--- src/rtl/match_count_pkg.sv ---
// Shared types and helpers for the sequential bit-match counter.
package match_count_pkg;

  // Controller states.
  typedef enum logic [1:0] {
    ST_IDLE = 2'd0,
    ST_RUN  = 2'd1,
    ST_DONE = 2'd2
  } state_t;

  // Compare mode encodings.
  localparam logic MODE_EQ   = 1'b0;  // count equal bits (XNOR)
  localparam logic MODE_DIFF = 1'b1;  // count differing bits (XOR)

  // Number of LANE-bit lanes needed to cover WIDTH bits.
  function automatic int lanes(input int width, input int lane);
    return (width + lane - 1) / lane;
  endfunction

endpackage

--- src/rtl/match_count_seq_lane_popcount.sv ---
// lane_popcount: combinational ones-count of a LANE-bit vector, counting
// only the bit positions whose mask bit is set.
module lane_popcount
  import match_count_pkg::*;
#(
  parameter int LANE = 3
) (
  input  logic [LANE-1:0]            i_bits,
  input  logic [LANE-1:0]            i_mask,
  output logic [$clog2(LANE+1)-1:0]  o_count
);

  localparam int PC_W = $clog2(LANE + 1);

  // Sum the masked bits of the lane.
  always_comb begin
    // NOTE: assign a default before the loop so every path drives o_count
    // and no latch is inferred.
    o_count = '0;
    for (int j = 0; j < LANE; j++) begin
      o_count = o_count + PC_W'(i_bits[j] & i_mask[j]);
    end
  end

endmodule

--- src/rtl/match_count_seq.sv ---
// match_count_seq: sequential bit-match / Hamming-distance counter.
// Compares two WIDTH-bit words LANE bits per clock, LSB lane first.
// Optional feature: define MATCH_COUNT_THRESH_EN to add the i_thresh input
// and the registered o_hit output (final count >= thresh).
module match_count_seq
  import match_count_pkg::*;
#(
  parameter  int WIDTH = 8,
  parameter  int LANE  = 3,
  localparam int CNT_W = $clog2(WIDTH + 1)
) (
  input  logic              clk,
  input  logic              rst,
  input  logic              i_start,
  input  logic              i_mode,
  input  logic [WIDTH-1:0]  i_a,
  input  logic [WIDTH-1:0]  i_b,
  output logic              o_ready,
  output logic              o_busy,
  output logic              o_done,
  output logic [CNT_W-1:0]  o_count
`ifdef MATCH_COUNT_THRESH_EN
  ,
  input  logic [CNT_W-1:0]  i_thresh,
  output logic              o_hit
`endif
);

  localparam int NL     = lanes(WIDTH, LANE);
  localparam int LIDX_W = (NL > 1) ? $clog2(NL) : 1;
  localparam int PC_W   = $clog2(LANE + 1);

  state_t             r_state;
  logic [WIDTH-1:0]   r_a;
  logic [WIDTH-1:0]   r_b;
  logic               r_mode;
  logic [LIDX_W-1:0]  r_lane_idx;
  logic [CNT_W-1:0]   r_acc;
`ifdef MATCH_COUNT_THRESH_EN
  logic [CNT_W-1:0]   r_thresh;
`endif

  logic [WIDTH-1:0]   w_cmp;
  logic [LANE-1:0]    w_lane_bits;
  logic [LANE-1:0]    w_lane_mask;
  logic [PC_W-1:0]    w_lane_cnt;
  logic [CNT_W-1:0]   w_sum;
  logic               w_last;

  // Per-bit compare, current lane selection and the running sum.
  always_comb begin
    w_cmp       = (r_mode == MODE_DIFF) ? (r_a ^ r_b) : ~(r_a ^ r_b);
    w_lane_bits = LANE'(w_cmp >> (int'(r_lane_idx) * LANE));
    // Positions past WIDTH in the final lane shift in as zero mask bits.
    w_lane_mask = LANE'({WIDTH{1'b1}} >> (int'(r_lane_idx) * LANE));
    w_sum       = r_acc + CNT_W'(w_lane_cnt);
    w_last      = (r_lane_idx == LIDX_W'(NL - 1));
  end

  lane_popcount #(
    .LANE (LANE)
  ) u_lane_popcount (
    .i_bits  (w_lane_bits),
    .i_mask  (w_lane_mask),
    .o_count (w_lane_cnt)
  );

  // Controller FSM with registered status outputs and result.
  always_ff @(posedge clk or posedge rst) begin
    if (rst) begin
      r_state    <= ST_IDLE;
      // NOTE: operand registers are reset too; they are few bits and a known
      // value keeps the datapath free of X before the first request.
      r_a        <= '0;
      r_b        <= '0;
      r_mode     <= MODE_EQ;
      r_lane_idx <= '0;
      r_acc      <= '0;
      o_count    <= '0;
      o_done     <= 1'b0;
      o_busy     <= 1'b0;
      o_ready    <= 1'b1;
`ifdef MATCH_COUNT_THRESH_EN
      r_thresh   <= '0;
      o_hit      <= 1'b0;
`endif
    end else begin
      // NOTE: non-blocking assignments so every register samples the
      // pre-edge values, regardless of statement order.
      unique case (r_state)
        ST_IDLE, ST_DONE: begin
          o_done <= 1'b0;
          if (i_start) begin
            r_a        <= i_a;
            r_b        <= i_b;
            r_mode     <= i_mode;
            r_lane_idx <= '0;
            r_acc      <= '0;
`ifdef MATCH_COUNT_THRESH_EN
            r_thresh   <= i_thresh;
`endif
            r_state    <= ST_RUN;
            o_ready    <= 1'b0;
            o_busy     <= 1'b1;
          end else begin
            r_state    <= ST_IDLE;
            o_ready    <= 1'b1;
            o_busy     <= 1'b0;
          end
        end
        ST_RUN: begin
          if (w_last) begin
            o_count <= w_sum;
`ifdef MATCH_COUNT_THRESH_EN
            o_hit   <= (w_sum >= r_thresh);
`endif
            r_state <= ST_DONE;
            o_done  <= 1'b1;
            o_busy  <= 1'b0;
            o_ready <= 1'b1;
          end else begin
            r_acc      <= w_sum;
            r_lane_idx <= r_lane_idx + LIDX_W'(1);
          end
        end
        default: begin
          r_state <= ST_IDLE;
          o_done  <= 1'b0;
          o_busy  <= 1'b0;
          o_ready <= 1'b1;
        end
      endcase
    end
  end

endmodule
--- config.mk ---
export PLATFORM = sky130hd
export DESIGN_NAME = match_count_seq
export DESIGN_NICKNAME = d
export VERILOG_FILES = /design/src/rtl/match_count_pkg.sv /design/src/rtl/match_count_seq_lane_popcount.sv /design/src/rtl/match_count_seq.sv
export SDC_FILE = /design/constraint.sdc
export NUM_CORES = 1
export LEC_CHECK = 0
export ABC_AREA = 1
export CAP_MARGIN = 10
export CORE_ASPECT_RATIO = 0.5
export CORE_UTILIZATION = 40
export CTS_CLUSTER_DIAMETER = 50
export DETAILED_ROUTE_END_ITERATION = 7
export PLACE_DENSITY = 0.73
export SLEW_MARGIN = 10
export SYNTH_ARGS = -nofsm -noshare
export SYNTH_HDL_FRONTEND = slang
export SYNTH_SLANG_ARGS = --single-unit
--- constraint.sdc ---
create_clock -name clk -period 5.7 [get_ports clk]
set_clock_uncertainty 0.05 [all_clocks]
set_input_delay 1.14 -clock clk [delete_from_list [all_inputs] [get_ports clk]]
set_output_delay 1.14 -clock clk [all_outputs]
set_load 0.01 [all_outputs]
== Yosys cells after proc, flatten, opt, wreduce, memory -nomap -nowiden ==
Index checks and enable logic that the tools add are counted.
Storage, ports and cells
  register bits: 32
  bits of input ports: 20
  word-level logic and storage cells: 51
Operators by class
  add/sub/neg operators: 4
  multipliers: 1
  eq/ne operators: 6
  shift operators: 2
  mux-type cells: 17
  bitwise logic cells: 5
  reduce and logical (&&, ||, !) cells: 6
Operators with widths (count)
  $shr A8 B32 Y3: 1
  $mux W4: 2
  $mux W8: 1
  $not A8 Y8: 1
  $pmux W2 S2: 2
  $pmux W4 S2: 1
  $shr A8 B4 Y3 const A: 1
  $xor A8 B8 Y8: 1
  $mux W1: 6
  $mux W2: 3
  $ne A2 B2 Y1 const B: 3
  $add A2 B2 Y2: 2
  $add A4 B2 Y4: 1
  $eq A2 B2 Y1 const B: 2
  $mul A2 B2 Y4 const B: 1
  $pmux W1 S2: 2
  $reduce_and A2 Y1: 2
  $and A1 B1 Y1: 3
  $reduce_and A3 Y1: 1
  $add A2 B1 Y2 const B: 1
  $eq A2 B1 Y1 const B: 1
  $logic_not A2 Y1: 1
  $reduce_bool A2 Y1: 1
  $reduce_or A2 Y1: 1

== Depth between registers and ports, before layout ==
Gate-level depths: netlist of run 1.
  depth after elaboration: 10
  depth in mapped cells: 15

== By module ==
A second synthesis of run 1 with hierarchy kept.
Unflattened totals
  cells, all modules: 188
  area total of the unflattened synthesis: 1610.3 um2
By module, submodules not included
  match_count_seq: times used 1, cells each 181, area each 1567.8 um2
  lane_popcount: times used 1, cells each 7, area each 42.5 um2

== Worst setup path after synthesis of run 1 ==
Ideal clock, no wire load.
  path type: reg-to-reg
  start point: reg r_mode
  end point: reg o_count[2]
  setup time: 0.130 ns
  arrival: 2.223 ns
  data required time: 5.520 ns
  path slack: 3.296 ns
  cell stages (with the launch flop): 14
  period minus slack after synthesis: 2.404 ns
  cells stage by stage: dfrtp_1 > inv_2 > nand2_1 > nand3_1 > nand3_1 > a21oi_1 > nand2_1 > fa_1 > inv_1 > ha_1 > inv_1 > fa_1 > xor2_1 > o21ai_0
Between the ends
  cells in the longest elaborated chain, start to end: 6
  elaborated cells between the ends (all ways): 8
  those cells by class: add/sub: 3; shift: 1; mux: 1; bitwise: 3
Ends and longest elaborated chain
  from (decl): line match_count_seq.sv:36  | logic r_mode;
  from (signal assigned): line match_count_seq.sv:96  | r_mode <= i_mode;
  $mux W8 (*): line match_count_seq.sv:52  | w_cmp = (r_mode == MODE_DIFF) ? (r_a ^ r_b) : ~(r_a ^ r_b);
  $shr A8 B32 Y3 (*): line match_count_seq.sv:53  | w_lane_bits = LANE'(w_cmp >> (int'(r_lane_idx) * LANE));
  $and A1 B1 Y1: line match_count_seq_lane_popcount.sv:21  | o_count = o_count + PC_W'(i_bits[j] & i_mask[j]);
  $add A2 B2 Y2: line match_count_seq_lane_popcount.sv:21
  $add A2 B2 Y2 (*): line match_count_seq_lane_popcount.sv:21
  $add A4 B2 Y4 (*): line match_count_seq.sv:56  | w_sum = r_acc + CNT_W'(w_lane_cnt);
  to (signal assigned): line match_count_seq.sv:113  | o_count <= w_sum;
  to (decl): line match_count_seq.sv:21  | output logic [CNT_W-1:0] o_count
Mark *: on every way between the ends. The rest lies on a longest branch, timed or not.
A chain may end at the register's enable or synchronous reset.

== Final worst setup path of run 1 ==
Same ends and word-level chain as after synthesis.

==> metrics.csv, run 1 <==
stage;metric;value;unit
sta;pins over their slew limit;0;
logic_synthesis;post-synthesis cell area;1600;µm²
global_routing;wire length of the first global-routing pass;5313;µm
logic_synthesis;nets in the synthesized netlist;213;
routing;vias;1253;
clock_network;number of clock buffers inserted by TritonCTS;5;
logic_synthesis;cell type with the highest aggregate area in the netlist;sky130_fd_sc_hd__dfrtp_1;
worst_setup_path;worst reg-to-reg setup slack;3030;ps
worst_hold_path;WHS Endpoint;o_ready;
sta;worst hold slack after final layout;415.7;ps
global_routing;vias in the first global route;1205;
routing;iteration-0 DRC count of the detailed router;32;
placed_design;number of placed cells counting well taps;262;
logic_synthesis;Synth Instances;187;
logic_synthesis;post-synthesis async set-or-reset flop share;100.0;%
logic_synthesis;leading post-synthesis cells by instance count;70 x sky130_fd_sc_hd__nand2_1, 30 x sky130_fd_sc_hd__dfrtp_1, 20 x sky130_fd_sc_hd__inv_1, 16 x sky130_fd_sc_hd__o21ai_0, 14 x sky130_fd_sc_hd__nand3_1;
logic_synthesis;cell with the most instances after synthesis;sky130_fd_sc_hd__nand2_1;
sta;Setup violations, final;0;
finish;number of nets in the final layout;244;
global_routing;Overflow after GRT;0;
logic_synthesis;Compound-Gate Fraction of Synth Area;8.366;%
worst_setup_path;category of the critical setup timing path;register to register;
sta;Final Cycle Share;46.83;%
global_routing;GRT Total Usage;16.86;%
worst_setup_path;data required time at the worst endpoint;5800;ps
clock_network;later-pin clock latency in the skew report;280;ps
floorplan;I/O pin count;27;
placed_design;dpl ws;3035;ps
routing;Via-to-Cell Ratio;4.641;
logic_synthesis;fraction of the yosys area taken by sequential cells;48.55;%
clock_network;number of clock sinks seen by CTS;31;
clock_network;TritonCTS clock tree;built;
floorplan;starting density of the core;44.18;%
logic_synthesis;post-synthesis area per instance;8.558;µm²
clock_network;clock-pin slew on the worst setup and hold paths;60;ps
sta;minimum clock period;2669;ps
placed_design;HPWL after detailed placement;2304;µm
power;overall power after layout;1.264;mW
logic_synthesis;multiplexer fraction of the synthesized cell area;0;%
logic_synthesis;library cells used by synthesis;22;
finish;count of inserted antenna diode cells;0;
run_status;status;finished clean;
worst_hold_path;Min-Delay Startpoint;o_ready;
finish;post-route non-filler standard cell count;270;
floorplan;area of the die;4273;µm²
logic_synthesis;commonest register cell after synthesis;sky130_fd_sc_hd__dfrtp_1;
logic_synthesis;synth top area cells;sky130_fd_sc_hd__dfrtp_1 47%, sky130_fd_sc_hd__nand2_1 16%, sky130_fd_sc_hd__o21ai_0 5.0%, sky130_fd_sc_hd__inv_1 4.7%, sky130_fd_sc_hd__nand3_1 4.4%;
logic_synthesis;top-area cell type share of the netlist area;46.91;%
worst_setup_path;startpoint kind of the worst setup timing path;register;
sta;Final Hold Violating Endpoints;0;
sta;maximum achievable frequency;0.3746;GHz
logic_synthesis;fraction of the mapped netlist area in adder cells;5.629;%
sta;post-layout worst setup margin;3031;ps
floorplan;floorplan row count;15;
clock_network;post-CTS setup buffers;0;
routing;count of antenna-violating nets left after detailed routing;0;
clock_network;deepest clock path buffer count;2;
clock_network;cts hold-fix bufs;0;
clock_network;buffer type at the clock tree root;sky130_fd_sc_hd__clkbuf_8;
worst_setup_path;Reg2Reg Depth;13;
logic_synthesis;xor-xnor portion of the synthesized cell area;2.189;%
global_routing;antenna violations before repair;0;
power;worst voltage drop across the vdd grid;0.1854;mV
clock_network;Max H-tree Level;2;
routing;first-pass iteration count of the detailed router;4;
sta;actual slew at the worst max-slew pin;480.9;ps
sta;RSZ-0062 raised after global routing;false;
logic_synthesis;number of storage elements in the synthesis netlist;31;
worst_setup_path;data arrival at the endpoint of the critical path;2770;ps
worst_setup_path;endpoint kind of the worst setup timing path;register;
global_routing;pin count of the biggest net entering global routing;32;
flow_run;max cap viols;0;
worst_setup_path;reg2reg start;r_mode;
placed_design;total of buffers placed on input and output ports;26;
floorplan;die span in x;91.45;µm
power;Leakage;1.010;nW
clock_network;CTS resizes;0;
placed_design;routability congestion estimate from global placement;0.8205;
sta;Rel. slew slack;67.89;%
power;power density over cell area;628.9;nW/µm²
logic_synthesis;yosys warns;0;
finish;area overhead of the layout relative to synthesis;25.57;%
logic_synthesis;combinational family with the most area after synthesis;simple AND/OR/NAND/NOR gates;
worst_hold_path;Min-Delay Path Depth;2;
logic_synthesis;synthesized-area fraction occupied by and/or/nand/nor cells;27.21;%
routing;wirelength, routed;3051;µm
routing;mean routed wirelength per cell;11.30;µm
worst_hold_path;path type of the worst min-delay path;register to register;
worst_setup_path;CP max FO;7;
routing;number of DRC violations after detailed routing;0;
worst_setup_path;end of the worst register-to-register path;o_count[2];
finish;fraction of layout cells with a size suffix above 1;12.79;%
sta;setup TNS;0;ps
logic_synthesis;EDFF count, synth;0;
floorplan;Std-Cell Core Area;3622;µm²
floorplan;die height;46.73;µm
placed cells by master, fill, tap and decap left out, drive strengths merged:
cell type and instances:
a21oi 2, buf 1, clkbuf 8, clkdlybuf4s50 26, dfrtp 30, dfstp 1, fa 2, ha 4
inv 27, nand2 72, nand3 17, nor2 4, o21ai 20, o22ai 1, xor2 4
worst max-delay path by stage:
stage | from | to | slack (ps) | cells after the start
final | r_mode | o_count[2] | 3030 | 13
after global routing | r_mode | o_count[2] | 2800 | 13
after CTS | r_mode | o_count[2] | 3010 | 13
after detailed placement | r_mode | o_count[2] | 3040 | 13
after global placement | r_mode | o_count[2] | 3120 | 13
after floorplan | r_mode | o_count[2] | 3300 | 13
sequential cells by signal (all words and copies together), names as in the netlist:
register	flops
r_lane_idx	2
r_mode	1
r_a	8
r_state	1
o_done	1
o_count	4
r_acc	4
o_ready	1
r_b	8
o_busy	1
critical path: stages (launching register included):
cell                      delay (ps)
sky130_fd_sc_hd__dfrtp_1         460
sky130_fd_sc_hd__inv_2           160
sky130_fd_sc_hd__nand2_1          70
sky130_fd_sc_hd__nand3_1          80
sky130_fd_sc_hd__nand3_1          70
sky130_fd_sc_hd__a21oi_1         120
sky130_fd_sc_hd__nand2_1         100
sky130_fd_sc_hd__fa_1            470
sky130_fd_sc_hd__inv_1            70
sky130_fd_sc_hd__ha_1            160
sky130_fd_sc_hd__inv_1            60
sky130_fd_sc_hd__fa_1            380
sky130_fd_sc_hd__xor2_1          210
sky130_fd_sc_hd__o21ai_0         100
kinds of logic (layout without fill, tap and decap cells):
family	count (synthesis)	in the layout
compound gates	23	23
flops	31	31
simple gates	93	93
buf+inv	30	62
fa+ha+maj	6	6
xor+xnor	4	4
stage by stage:
stage	area [µm²]	utilization [%]
after floorplan	1600	-
after global placement	1909	52.71
after detailed placement	1909	52.71
after CTS	2009	55.47
after global routing	2009	55.47
final	2009	55.47
area by class of cell:
cell class / count / area (µm²)
clock buffer: 8 / 100.1
fill: 323 / 1613
inverter: 27 / 106.4
multi-input combinational: 126 / 694.4
sequential: 31 / 777.0
tap: 51 / 63.81
timing repair buffer: 27 / 267.8
metal layers:
metal,track usage [%],part of all wire [%]
met1,21.26,48
met2,28.87,47
met3,4.620,4.3
met4,6.667,0.62
met5,0,0
power breakdown:
part	total, mW	internal, mW	switching (mW)
logic	0.675	0.279	0.395
clock network	0.187	0.110	0.0770
registers	0.402	0.328	0.0743
total	1.26	0.717	0.547
Note: power is estimated with default switching activity, not from simulation.
==> inputs of run 2 (changes only) <==
Clock period 5.7 ns to 2.6 ns, I/O delays scaled along.
==> metrics.csv, run 2 (same netlist as run 1, synthesis figures left out) <==
stage;metric;value;unit;change
floorplan;starting density of the core;44.18;%;unchanged
floorplan;die height;46.73;µm;unchanged
finish;count of inserted antenna diode cells;0;;unchanged
floorplan;Std-Cell Core Area;3622;µm²;unchanged
routing;count of antenna-violating nets left after detailed routing;0;;unchanged
placed_design;dpl ws;-9.945;ps;-3045 ps
worst_setup_path;category of the critical setup timing path;register to register;;
global_routing;GRT Total Usage;16.97;%;+0.11 points
clock_network;clock-pin slew on the worst setup and hold paths;70;ps;about the same
routing;mean routed wirelength per cell;11.96;µm;+5.9%
sta;post-layout worst setup margin;87.04;ps;-2944 ps
floorplan;floorplan row count;15;;unchanged
sta;Final Cycle Share;96.65;%;+50 points
run_status;status;finished clean;;
power;power density over cell area;1405;nW/µm²;+120%
worst_setup_path;startpoint kind of the worst setup timing path;register;;
routing;wirelength, routed;3278;µm;+7.4%
power;Leakage;1.027;nW;+1.7%
sta;maximum achievable frequency;0.3979;GHz;+6.2%
routing;vias;1274;;+1.7%
worst_setup_path;reg2reg start;r_mode;;
placed_design;number of placed cells counting well taps;262;;unchanged
sta;actual slew at the worst max-slew pin;489.4;ps;+8.486 ps
routing;iteration-0 DRC count of the detailed router;53;;+66%
clock_network;TritonCTS clock tree;built;;
global_routing;vias in the first global route;1183;;-1.8%
clock_network;Max H-tree Level;2;;unchanged
worst_setup_path;data required time at the worst endpoint;2710;ps;-3090 ps
sta;Setup violations, final;0;;unchanged
clock_network;deepest clock path buffer count;2;;unchanged
worst_setup_path;endpoint kind of the worst setup timing path;register;;
floorplan;I/O pin count;27;;unchanged
clock_network;cts hold-fix bufs;0;;unchanged
routing;first-pass iteration count of the detailed router;4;;unchanged
clock_network;later-pin clock latency in the skew report;280;ps;about the same
clock_network;buffer type at the clock tree root;sky130_fd_sc_hd__clkbuf_8;;
sta;RSZ-0062 raised after global routing;true;;
worst_hold_path;Min-Delay Startpoint;o_busy;;
placed_design;total of buffers placed on input and output ports;26;;unchanged
routing;number of DRC violations after detailed routing;0;;unchanged
worst_setup_path;end of the worst register-to-register path;o_count[1];;
placed_design;HPWL after detailed placement;2303;µm;about the same
finish;most frequent cells in the layout;68 x sky130_fd_sc_hd__nand2_1, 28 x sky130_fd_sc_hd__dfrtp_1, 26 x sky130_fd_sc_hd__clkdlybuf4s50_1;;
floorplan;die span in x;91.45;µm;unchanged
finish;leading cell type in the layout, fill and taps excluded;sky130_fd_sc_hd__nand2_1;;
finish;leading registers by flop count;r_a: 8 flops, r_b: 8 flops;;
worst_setup_path;Reg2Reg Depth;12;;-1
finish;fraction of layout cells with a size suffix above 1;21.08;%;+8.3 points
global_routing;antenna violations before repair;0;;unchanged
routing;Via-to-Cell Ratio;4.650;;+0.19%
worst_setup_path;CP max FO;7;;unchanged
finish;number of nets in the final layout;248;;+1.6%
worst_hold_path;WHS Endpoint;o_busy;;
global_routing;wire length of the first global-routing pass;5347;µm;+0.64%
sta;Rel. slew slack;67.33;%;-0.57 points
sta;worst hold slack after final layout;426.6;ps;+10.88 ps
finish;post-route non-filler standard cell count;274;;+1.5%
global_routing;pin count of the biggest net entering global routing;32;;unchanged
clock_network;number of clock sinks seen by CTS;31;;unchanged
flow_run;max cap viols;0;;unchanged
worst_setup_path;worst reg-to-reg setup slack;90;ps;-2940 ps
placed_design;routability congestion estimate from global placement;0.8662;;+5.6%
worst_hold_path;Min-Delay Path Depth;2;;unchanged
global_routing;Overflow after GRT;0;;unchanged
power;worst voltage drop across the vdd grid;0.5280;mV;+180%
worst_hold_path;path type of the worst min-delay path;register to register;;
sta;minimum clock period;2513;ps;-156.4 ps
clock_network;number of clock buffers inserted by TritonCTS;5;;unchanged
sta;Final Hold Violating Endpoints;0;;unchanged
sta;pins over their slew limit;0;;unchanged
finish;area overhead of the layout relative to synthesis;30.26;%;
worst_setup_path;data arrival at the endpoint of the critical path;2620;ps;-150 ps
floorplan;area of the die;4273;µm²;unchanged
[run 2: cell types whose count changed in the layout (fill, tap and decap cells not counted), sizes merged]
cell	change
buf	+4
[run 2: layout make-up]
class,instances,area (µm²)
Timing Repair Buffer,31,297.8
Clock buffer,8,80.08
Sequential cell,31,779.5
Inverter,27,111.4
Fill cell,307,1538
Multi-Input combinational cell,126,752.0
Tap cell,51,63.81
[run 2: repair_timing]
action / 4_1_cts / 5_1_grt
setup buffers: 0 / 4
endpoints found under the setup margin: 1 / 6
pin swaps: 0 / 11
cloned: 0 / 0
resized for setup: 1 / 20
hold endpoints to repair: 0 / 0
[run 2: per-layer routing]
layer  global-route usage, %  up-vias  routed length [µm]
met5                       0        -                   0
met4                   7.619        0                  36
met3                   4.455        4                 153
met2                   27.37       29                1542
met1                   22.30      592                1546
li1                        -      649                   -
[run 2: worst max path at each step]
| stage | from | end | slack [ps] | cells past startpoint |
|---|---|---|---|---|
| 6_report | r_mode | o_count[1] | 90 | 12 |
| 5_1_grt | r_mode | o_count[2] | -40 | 13 |
| 4_1_cts | r_mode | o_count[2] | 0.7 | 13 |
| 3_5_place_dp | r_mode | o_count[2] | -10 | 13 |
| 3_3_place_gp | r_mode | o_count[2] | 90 | 13 |
| 2_1_floorplan | r_mode | o_count[2] | 200 | 13 |
[run 2: stage by stage]
stage / instance area (µm²) / total power, mW / setup TNS [ps] / util [%]
2_1_floorplan: 1600 / 1.984 / 0 / -
3_3_place_gp: 1909 / 2.291 / 0 / 52.71
3_5_place_dp: 1909 / 2.364 / -9.945 / 52.71
4_1_cts: 1997 / 2.758 / 0 / 55.13
5_1_grt: 2085 / 3.197 / -81.95 / 57.55
6_report: 2085 / 2.929 / 0 / 57.55
[run 2: worst max-delay path, stage by stage (launching register included)]
cell	delay, ps
sky130_fd_sc_hd__dfrtp_2	460
sky130_fd_sc_hd__inv_4	110
sky130_fd_sc_hd__nand2_1	70
sky130_fd_sc_hd__nand3_2	60
sky130_fd_sc_hd__nand3_2	70
sky130_fd_sc_hd__a21oi_2	140
sky130_fd_sc_hd__nand2_1	70
sky130_fd_sc_hd__fa_1	420
sky130_fd_sc_hd__inv_1	70
sky130_fd_sc_hd__ha_2	180
sky130_fd_sc_hd__inv_2	40
sky130_fd_sc_hd__fa_2	580
sky130_fd_sc_hd__o21ai_0	80
[run 2: power breakdown]
part,total [mW],internal [mW],switching (mW)
clock network,0.358,0.190,0.168
registers,0.905,0.723,0.182
logic,1.67,0.717,0.949
==> inputs of run 3 (changes only) <==
Clock period 2.6 ns to 3.2 ns, I/O delays scaled along.
==> metrics.csv, run 3 (same netlist as run 1, synthesis figures left out) <==
stage;metric;value;unit;change
worst_setup_path;CP max FO;7;;unchanged
finish;area overhead of the layout relative to synthesis;24.32;%;
routing;Via-to-Cell Ratio;4.593;;-1.2%
clock_network;number of clock buffers inserted by TritonCTS;5;;unchanged
worst_setup_path;data required time at the worst endpoint;3310;ps;+600 ps
floorplan;starting density of the core;44.18;%;unchanged
global_routing;antenna violations before repair;0;;unchanged
routing;wirelength, routed;3026;µm;-7.7%
routing;first-pass iteration count of the detailed router;4;;unchanged
floorplan;floorplan row count;15;;unchanged
sta;post-layout worst setup margin;615.5;ps;+528.4 ps
clock_network;cts hold-fix bufs;0;;unchanged
power;Reg power frac;32.4;%;+1.5 points
placed_design;number of placed cells counting well taps;262;;unchanged
sta;Setup violations, final;0;;unchanged
placed_design;dpl ws;620.1;ps;+630.0 ps
worst_hold_path;Min-Delay Path Depth;2;;unchanged
routing;mean routed wirelength per cell;11.21;µm;-6.3%
global_routing;vias in the first global route;1144;;-3.3%
power;power density over cell area;1104;nW/µm²;-21%
power;switching share of power;43.91;%;-0.45 points
clock_network;buffer type at the clock tree root;sky130_fd_sc_hd__clkbuf_8;;
routing;iteration-0 DRC count of the detailed router;52;;-1.9%
sta;Rel. slew slack;50.45;%;-17 points
floorplan;die height;46.73;µm;unchanged
finish;count of inserted antenna diode cells;0;;unchanged
sta;worst hold slack after final layout;414.4;ps;-12.23 ps
floorplan;I/O pin count;27;;unchanged
floorplan;Std-Cell Core Area;3622;µm²;unchanged
floorplan;area of the die;4273;µm²;unchanged
sta;setup TNS;0;ps;unchanged
sta;Final Hold Violating Endpoints;0;;unchanged
worst_setup_path;Reg2Reg Depth;13;;+1
clock_network;later-pin clock latency in the skew report;280;ps;about the same
flow_run;max cap viols;0;;unchanged
finish;post-route non-filler standard cell count;270;;-1.5%
finish;most frequent cells in the layout;70 x sky130_fd_sc_hd__nand2_1, 30 x sky130_fd_sc_hd__dfrtp_1, 26 x sky130_fd_sc_hd__clkdlybuf4s50_1;;
sta;pins over their slew limit;0;;unchanged
global_routing;wire length of the first global-routing pass;5126;µm;-4.1%
sta;actual slew at the worst max-slew pin;742.5;ps;+253.1 ps
run_status;status;finished clean;;
global_routing;pin count of the biggest net entering global routing;32;;unchanged
power;overall power after layout;2.196;mW;-25%
worst_hold_path;path type of the worst min-delay path;register to register;;
worst_setup_path;data arrival at the endpoint of the critical path;2700;ps;+80 ps
global_routing;Overflow after GRT;0;;unchanged
routing;number of DRC violations after detailed routing;0;;unchanged
global_routing;GRT Total Usage;16.65;%;-0.32 points
placed_design;total of buffers placed on input and output ports;26;;unchanged
clock_network;Max H-tree Level;2;;unchanged
power;clock power share;13.6;%;+1.4 points
power;worst voltage drop across the vdd grid;0.4134;mV;-22%
routing;count of antenna-violating nets left after detailed routing;0;;unchanged
clock_network;CTS resizes;0;;-1
routing;vias;1240;;-2.7%
power;relative contribution of combinational cells to total power;54.0;%;-2.9 points
placed_design;placed cell areas;1909;µm²;unchanged
finish;Post-Layout Inst Area;1989;µm²;-4.6%
sta;minimum clock period;2585;ps;+71.58 ps
sta;maximum achievable frequency;0.3869;GHz;-2.8%
sta;RSZ-0062 raised after global routing;false;;
sta;Final Cycle Share;80.77;%;-16 points
power;Leakage;0.9980;nW;-2.8%
worst_setup_path;category of the critical setup timing path;register to register;;
finish;leading cell type in the layout, fill and taps excluded;sky130_fd_sc_hd__nand2_1;;
power;cell internal pwr;1.232;mW;-24%
placed_design;routability congestion estimate from global placement;0.8534;;-1.5%
clock_network;post-CTS setup buffers;0;;unchanged
finish;leading registers by flop count;r_a: 8 flops, r_b: 8 flops;;
clock_network;deepest clock path buffer count;2;;unchanged
placed_design;HPWL after detailed placement;2249;µm;-2.4%
finish;number of nets in the final layout;244;;-1.6%
clock_network;TritonCTS clock tree;built;;
floorplan;die span in x;91.45;µm;unchanged
worst_setup_path;endpoint kind of the worst setup timing path;register;;
clock_network;number of clock sinks seen by CTS;31;;unchanged
power;switching power summed over all nets;964.4;µW;-26%
finish;fraction of layout cells with a size suffix above 1;11.87;%;-9.2 points
finish;Final Util;54.92;%;-2.6 points
clock_network;clock-pin slew on the worst setup and hold paths;70;ps;about the same
worst_setup_path;startpoint kind of the worst setup timing path;register;;
==> run 3: cell types whose count changed in the layout (fill, tap and decap cells not counted), moves of 3 or more <==
| cell | change |
|---|---|
| sky130_fd_sc_hd__inv_1 | +3 |
| sky130_fd_sc_hd__nand3_1 | +5 |
| sky130_fd_sc_hd__buf_4 | -4 |
| sky130_fd_sc_hd__nand3_2 | -4 |
==> run 3: final timing paths <==
path / endpoint / slack (ps) / start
worst max-delay path: o_count[2] / 620 / r_mode
worst min-delay path: o_ready / 410 / o_ready
worst max register to register: o_count[2] / 620 / r_mode
worst min register to register: o_ready / 410 / o_ready
max in group asynchronous: r_lane_idx[0] / 1720 / rst
min in group asynchronous: r_acc[3] / 730 / rst
==> run 3: area by class of cell <==
type | count | area, µm²
clock buffers | 8 | 80.08
inverters | 27 | 106.4
multi-input cells | 126 | 694.4
repair buffers | 27 | 267.8
well taps | 51 | 63.81
flip-flops and latches | 31 | 777.0
fillers | 339 | 1633
==> run 3: metal layers <==
layer  vias up  wire length, µm  GRT usage [%]
li1        645                -              -
met1       564             1555          21.55
met2        23             1305          26.17
met3         8              110          5.281
met4         0               54          8.254
met5         -                0              0
==> run 3: power by group through the flow <==
stage / sequential (mW) / combinational (mW) / clock, mW
6_report: 0.712 / 1.19 / 0.298
5_1_grt: 0.737 / 1.35 / 0.313
4_1_cts: 0.713 / 1.21 / 0.303
3_5_place_dp: 0.718 / 1.20 / 0
3_3_place_gp: 0.707 / 1.15 / 0
2_1_floorplan: 0.710 / 0.902 / 0
==> run 3: critical path, stage by stage, from the launching register on <==
cell                      delay (ps)
sky130_fd_sc_hd__dfrtp_1         450
sky130_fd_sc_hd__inv_2           150
sky130_fd_sc_hd__nand2_1          60
sky130_fd_sc_hd__nand3_1          80
sky130_fd_sc_hd__nand3_1          70
sky130_fd_sc_hd__a21oi_1         120
sky130_fd_sc_hd__nand2_1          90
sky130_fd_sc_hd__fa_1            450
sky130_fd_sc_hd__inv_1            60
sky130_fd_sc_hd__ha_1            150
sky130_fd_sc_hd__inv_1            60
sky130_fd_sc_hd__fa_1            370
sky130_fd_sc_hd__xor2_1          200
sky130_fd_sc_hd__o21ai_0         100
